<file path="src/rtl/keypad_hex_capture.sv">
// 4x4 hex keypad scanner: column scan, press/release debounce, and a two-key capture byte
// {previous, newest} for the 7-segment display stage.
module keypad_hex_capture #(
    parameter int unsigned SCAN_DIV        = 1000,
    parameter int unsigned DEBOUNCE_CYCLES = 100000
) (
    input  logic       clk_i,
    input  logic       rst_i,
    input  logic [3:0] row_i,
    output logic [3:0] col_o,
    input  logic       clear_i,
    output logic [7:0] data_o,
    output logic [3:0] key_code_o,
    output logic       key_valid_o
);

    localparam int unsigned DwellW = $clog2(SCAN_DIV) + 1;
    localparam int unsigned DbW    = $clog2(DEBOUNCE_CYCLES) + 1;
    localparam logic [DwellW-1:0] DwellLast = DwellW'(SCAN_DIV - 1);
    localparam logic [DbW-1:0]    DbLast    = DbW'(DEBOUNCE_CYCLES - 1);

    typedef enum logic [1:0] {StScan, StPressDb, StHeld} state_e;

    state_e            state_q, state_d;
    logic [3:0]        row_meta_q;
    logic [3:0]        rows_s_q;
    logic [1:0]        col_q, col_d;
    logic [DwellW-1:0] dwell_q, dwell_d;
    logic [DbW-1:0]    db_q, db_d;
    logic [3:0]        pat_q, pat_d;
    logic [1:0]        row_idx_q, row_idx_d;
    logic [7:0]        data_q, data_d;
    logic [3:0]        code_q, code_d;
    logic              valid_q, valid_d;
    logic [1:0]        low_row;
    logic              accept;

    // Lowest-index low row wins when several rows read low.
    always_comb begin
        low_row = 2'd0;
        if (!rows_s_q[0])      low_row = 2'd0;
        else if (!rows_s_q[1]) low_row = 2'd1;
        else if (!rows_s_q[2]) low_row = 2'd2;
        else if (!rows_s_q[3]) low_row = 2'd3;
    end

    always_comb begin
        state_d   = state_q;
        col_d     = col_q;
        dwell_d   = dwell_q;
        db_d      = db_q;
        pat_d     = pat_q;
        row_idx_d = row_idx_q;
        data_d    = data_q;
        code_d    = code_q;
        valid_d   = 1'b0;
        accept    = 1'b0;

        unique case (state_q)
            StScan: begin
                if (dwell_q >= DwellLast) begin
                    dwell_d = '0;
                    if (rows_s_q != 4'hF) begin
                        state_d   = StPressDb;
                        pat_d     = rows_s_q;
                        row_idx_d = low_row;
                        db_d      = '0;
                    end else begin
                        col_d = col_q + 2'd1;
                    end
                end else begin
                    dwell_d = dwell_q + 1'b1;
                end
            end
            StPressDb: begin
                if (rows_s_q == pat_q) begin
                    if (db_q >= DbLast) begin
                        accept  = 1'b1;
                        state_d = StHeld;
                        db_d    = '0;
                    end else begin
                        db_d = db_q + 1'b1;
                    end
                end else begin
                    state_d = StScan;
                    db_d    = '0;
                    dwell_d = '0;
                    col_d   = col_q + 2'd1;
                end
            end
            StHeld: begin
                // Column stays put; only a full, stable release re-arms scanning.
                if (rows_s_q == 4'hF) begin
                    if (db_q >= DbLast) begin
                        state_d = StScan;
                        db_d    = '0;
                        dwell_d = '0;
                        col_d   = col_q + 2'd1;
                    end else begin
                        db_d = db_q + 1'b1;
                    end
                end else begin
                    db_d = '0;
                end
            end
            default: state_d = StScan;
        endcase

        if (accept) begin
            valid_d = 1'b1;
            code_d  = {row_idx_q, col_q};
            data_d  = {data_q[3:0], row_idx_q, col_q};
        end
        if (clear_i) begin
            data_d = 8'h00;
        end
    end

    always_ff @(posedge clk_i or posedge rst_i) begin
        if (rst_i) begin
            row_meta_q <= 4'hF;
            rows_s_q   <= 4'hF;
            state_q    <= StScan;
            col_q      <= 2'd0;
            dwell_q    <= '0;
            db_q       <= '0;
            pat_q      <= 4'hF;
            row_idx_q  <= 2'd0;
            data_q     <= 8'h00;
            code_q     <= 4'h0;
            valid_q    <= 1'b0;
        end else begin
            row_meta_q <= row_i;
            rows_s_q   <= row_meta_q;
            state_q    <= state_d;
            col_q      <= col_d;
            dwell_q    <= dwell_d;
            db_q       <= db_d;
            pat_q      <= pat_d;
            row_idx_q  <= row_idx_d;
            data_q     <= data_d;
            code_q     <= code_d;
            valid_q    <= valid_d;
        end
    end

    assign col_o       = ~(4'b0001 << col_q);
    assign data_o      = data_q;
    assign key_code_o  = code_q;
    assign key_valid_o = valid_q;

endmodule

</file>
<file path="config.mk">
export PLATFORM = sky130hd
export DESIGN_NAME = keypad_hex_capture
export DESIGN_NICKNAME = d
export VERILOG_FILES = /design/src/rtl/keypad_hex_capture.sv
export SDC_FILE = /design/constraint.sdc
export NUM_CORES = 1
export LEC_CHECK = 0
export ABC_AREA = 1
export ABC_CLOCK_PERIOD_IN_PS = 2280
export CELL_PAD_IN_SITES_DETAIL_PLACEMENT = 0
export CELL_PAD_IN_SITES_GLOBAL_PLACEMENT = 1
export CORE_ASPECT_RATIO = 0.6
export CORE_UTILIZATION = 44
export CTS_CLUSTER_SIZE = 30
export DETAILED_ROUTE_END_ITERATION = 10
export PLACE_DENSITY = 0.91
export RECOVER_POWER = 50
export SLEW_MARGIN = 20
export SYNTH_ARGS = -nofsm -noshare
export SYNTH_HDL_FRONTEND = slang
export SYNTH_SLANG_ARGS = --single-unit
</file>
<file path="constraint.sdc">
create_clock -name clk_i -period 2.28 [get_ports clk_i]
set_clock_uncertainty 0.15 [all_clocks]
set_input_delay 0.342 -clock clk_i [delete_from_list [all_inputs] [get_ports clk_i]]
set_output_delay 0.342 -clock clk_i [all_outputs]
set_load 0.02 [all_outputs]
</file>
==> summary.md <==
| Metric | Value |
|---|---|
| Status | complete, no violations |
| Fin. Hold Viols | 0 |
| Core Util, Final | 54.2% |
| First-pass GRT wire length | 11.6 mm |
| Synth Cell Area | 0.00333 sq mm |
| Dominant register cell in the synthesized netlist | dfrtp_1 |
| CTS tree | yes |
| Final GP Congestion | 0.878 |
| Slew headroom | 3.83% |
| Post-synth top area share | 36.0% |
| CTS max path bufs | 2 |
| H-tree depth | 3 |
| Number of max-cap violations | 0 |
| Largest net degree at the start of global routing | 61 |
| Hold depth | 0 |
| CP arrival | 1.72 ns |
| Critical Path Most Common Cell | inv_1 |
| Synth Register Bits | 60 |
| Top-count cell post-synth | nand2_1 |
| Fmax | 453 MHz |
| Vias | 2628 |
| Clock latency on the worst-skew pair | 0.33 ns |
| Vias per cell | 4.76 |
| Pins Over Slew Limit | 0 |
| Final period util | 96.9% |
| CP Launch Type | register |
| All-Layer GR Usage | 19.1% |
| Per-cell routed wire length | 12.0 microns |
| Worst path max stage delay | 0.59 ns |
| Final std cells w/o fill | 552 |
| CTS buffer count | 9 |
| Inst Count DP | 536 |
| Setup TNS | 0 ns |
| Critical path's slowest cell | clkdlybuf4s50_1 |
| Asr flop ratio synth | 100% |
| RSZ-0062 raised after global routing | no |
| Hold Path Class | reg -> reg |
| Ports | 24 |
| Root Driver | clkbuf_16 |
| Area growth, synth to finish | 18.7% |
| Pleak | 1.86 nW |
| Final global-route overflow total | 0 |
| Max FO, Critical Path | 5 |
| Drt drc | 0 |
| Synth top cells by count | nand2_1, inv_1, dfrtp_1, nor2_1, nand3_1 |
| Vias in the first global route | 2460 |
| Die Area | 0.00794 sq mm |
| Yosys warnings | 0 |
| Antenna cells | 0 |
| Worst-Margin Slew | 1.44 ns |
| Die H | 69.4 microns |
| Antenna violations before repair | 0 |
| Final setup fails | 0 |
| Worst-path cell chain | inv_1 > ha_1 > inv_1 > clkdlybuf4s50_1 |
| EDFF count, synth | 0 |
| Clock transition at path regs | 0.05 ns |
| Core ar. | 0.00730 sq mm |
| CP endpoint kind | output port |
| Largest cells by area after synthesis | dfrtp_1, nand2_1, dfstp_2 |
| Nets | 460 |
| Total routed wirelength | 6.60 mm |
| Mapped Cells | 412 |
| Die width | 114 microns |
| Initial Util | 45.7% |
| First drt pass iteration count | 4 |
| Clock sink count | 60 |
| Post-synthesis cell type count | 38 |
| IO buf count | 23 |
| Share of cells above drive strength 1 | 17.4% |
| Row Count | 24 |
| Seq/Total Area, Yosys | 45.5% |
| Hpwl dp | 4.80 mm |
| Synth Area per Inst | 8.09 sq um |
| Initial DRC count | 211 |
| Synth area leader | dfrtp_1 |
| CP required | 1.79 ns |
| PwrDens | 626 mW/mm^2 |
| Post-CTS Hold Buffers | 0 |
| WS Path Type | reg -> out |
| Max VDD drop | 415 uV |
| Worst reg2reg path depth | 11 |
| Min Tclk post-route | 2.21 ns |
| Synthesized Nets | 429 |
| Final antenna-violating net count | 0 |
[report_power, final]
group | total, mW | internal, mW | switching, mW
logic | 0.0454 | 0.0120 | 0.0333
clock network | 1.35 | 0.903 | 0.446
registers | 1.08 | 1.08 | 0.00420
total | 2.48 | 2.00 | 0.483
[placed cells by master (no fill, tap or decap), types with 4 or more instances in the layout]
cell,n
dlygate4sd3_1,4
nor2_1,34
o21ai_2,11
inv_2,4
clkbuf_16,9
nand2_1,114
clkdlybuf4s50_1,19
ha_1,10
inv_1,58
nand3_1,27
nor2_2,7
nand4_1,7
dfrtp_1,48
nand2_2,15
a21oi_1,7
dfstp_2,12
o21ai_0,13
[registers in the layout, indices dropped and copies added, names as in the netlist]
signal	cells
row_meta_q	4
rows_s_q	4
key_code_o	4
key_valid_o	1
row_idx_q	2
data_o	8
dwell_q	11
pat_q	4
col_q	2
db_q	18
state_q	2
[timing repair]
item                                    in CTS  in global routing
endpoints found under the setup margin       0                  1
setup buffers                                0                  0
hold endpoints to repair                     0                  0
gates resized for setup                      0                  1
[layer usage]
metal | GRT usage [%] | up-vias | share of wire, %
li1 | - | 1360 | -
met1 | 28.3 | 1201 | 55
met2 | 25.5 | 57 | 39
met3 | 6.03 | 10 | 5.1
met4 | 7.79 | 0 | 1.7
met5 | 0 | - | 0
[cells by family (layout without fill, tap and decap cells)]
family / Yosys count / count (layout) / synth area share [%]
buffers and inverters: 69 / 105 / 8.86
DFF: 60 / 60 / 45.5
and+or+nand+nor: 224 / 224 / 31.8
adders and majority gates: 10 / 10 / 3.75
AOI/OAI and AO/OA: 45 / 45 / 9.05
xor gates and xnor gates: 4 / 4 / 1.05
[through the flow]
step / power, mW / instance area [sq um] / worst slack, ns / hold slack, ns
finish: 2.48 / 3960 / 0.0713 / 0.204
global route: 2.57 / 3960 / 0.0130 / 0.206
CTS: 2.51 / 3970 / 0.0632 / 0.204
detailed placement: 1.15 / 3670 / 0.256 / 0.197
global placement: 1.15 / 3670 / 0.238 / 0.195
floorplan: 1.13 / 3330 / 0.323 / 0.195
[final timing paths]
path	slack (ns)	endpoint	start
min in group asynchronous	0.66	dwell_q[2]	rst_i
worst min-delay path	0.20	rows_s_q[3]	row_meta_q[3]
worst max register to register	0.23	data_o[1]	db_q[0]
worst max-delay path	0.07	col_o[0]	col_q[0]
worst min register to register	0.20	rows_s_q[3]	row_meta_q[3]
max in group asynchronous	0.45	key_valid_o	rst_i
[final cells by class]
type	instances	area, sq um
Clock buffer	14	264
Multi-Input combinational cell	283	1520
Timing Repair Buffer	25	243
Tap cell	104	130
Clock inverter	2	35.0
Fill cell	667	3340
Inverter	64	245
Sequential cell	60	1520
[worst max-delay path: cells and delay by family (launching register included)]
family / cells / cell delay, ns
buffers and inverters: 3 / 0.76
adder cells (fa/ha/maj): 1 / 0.22
flip-flops: 1 / 0.41
Power figures use the tool's default switching activity.
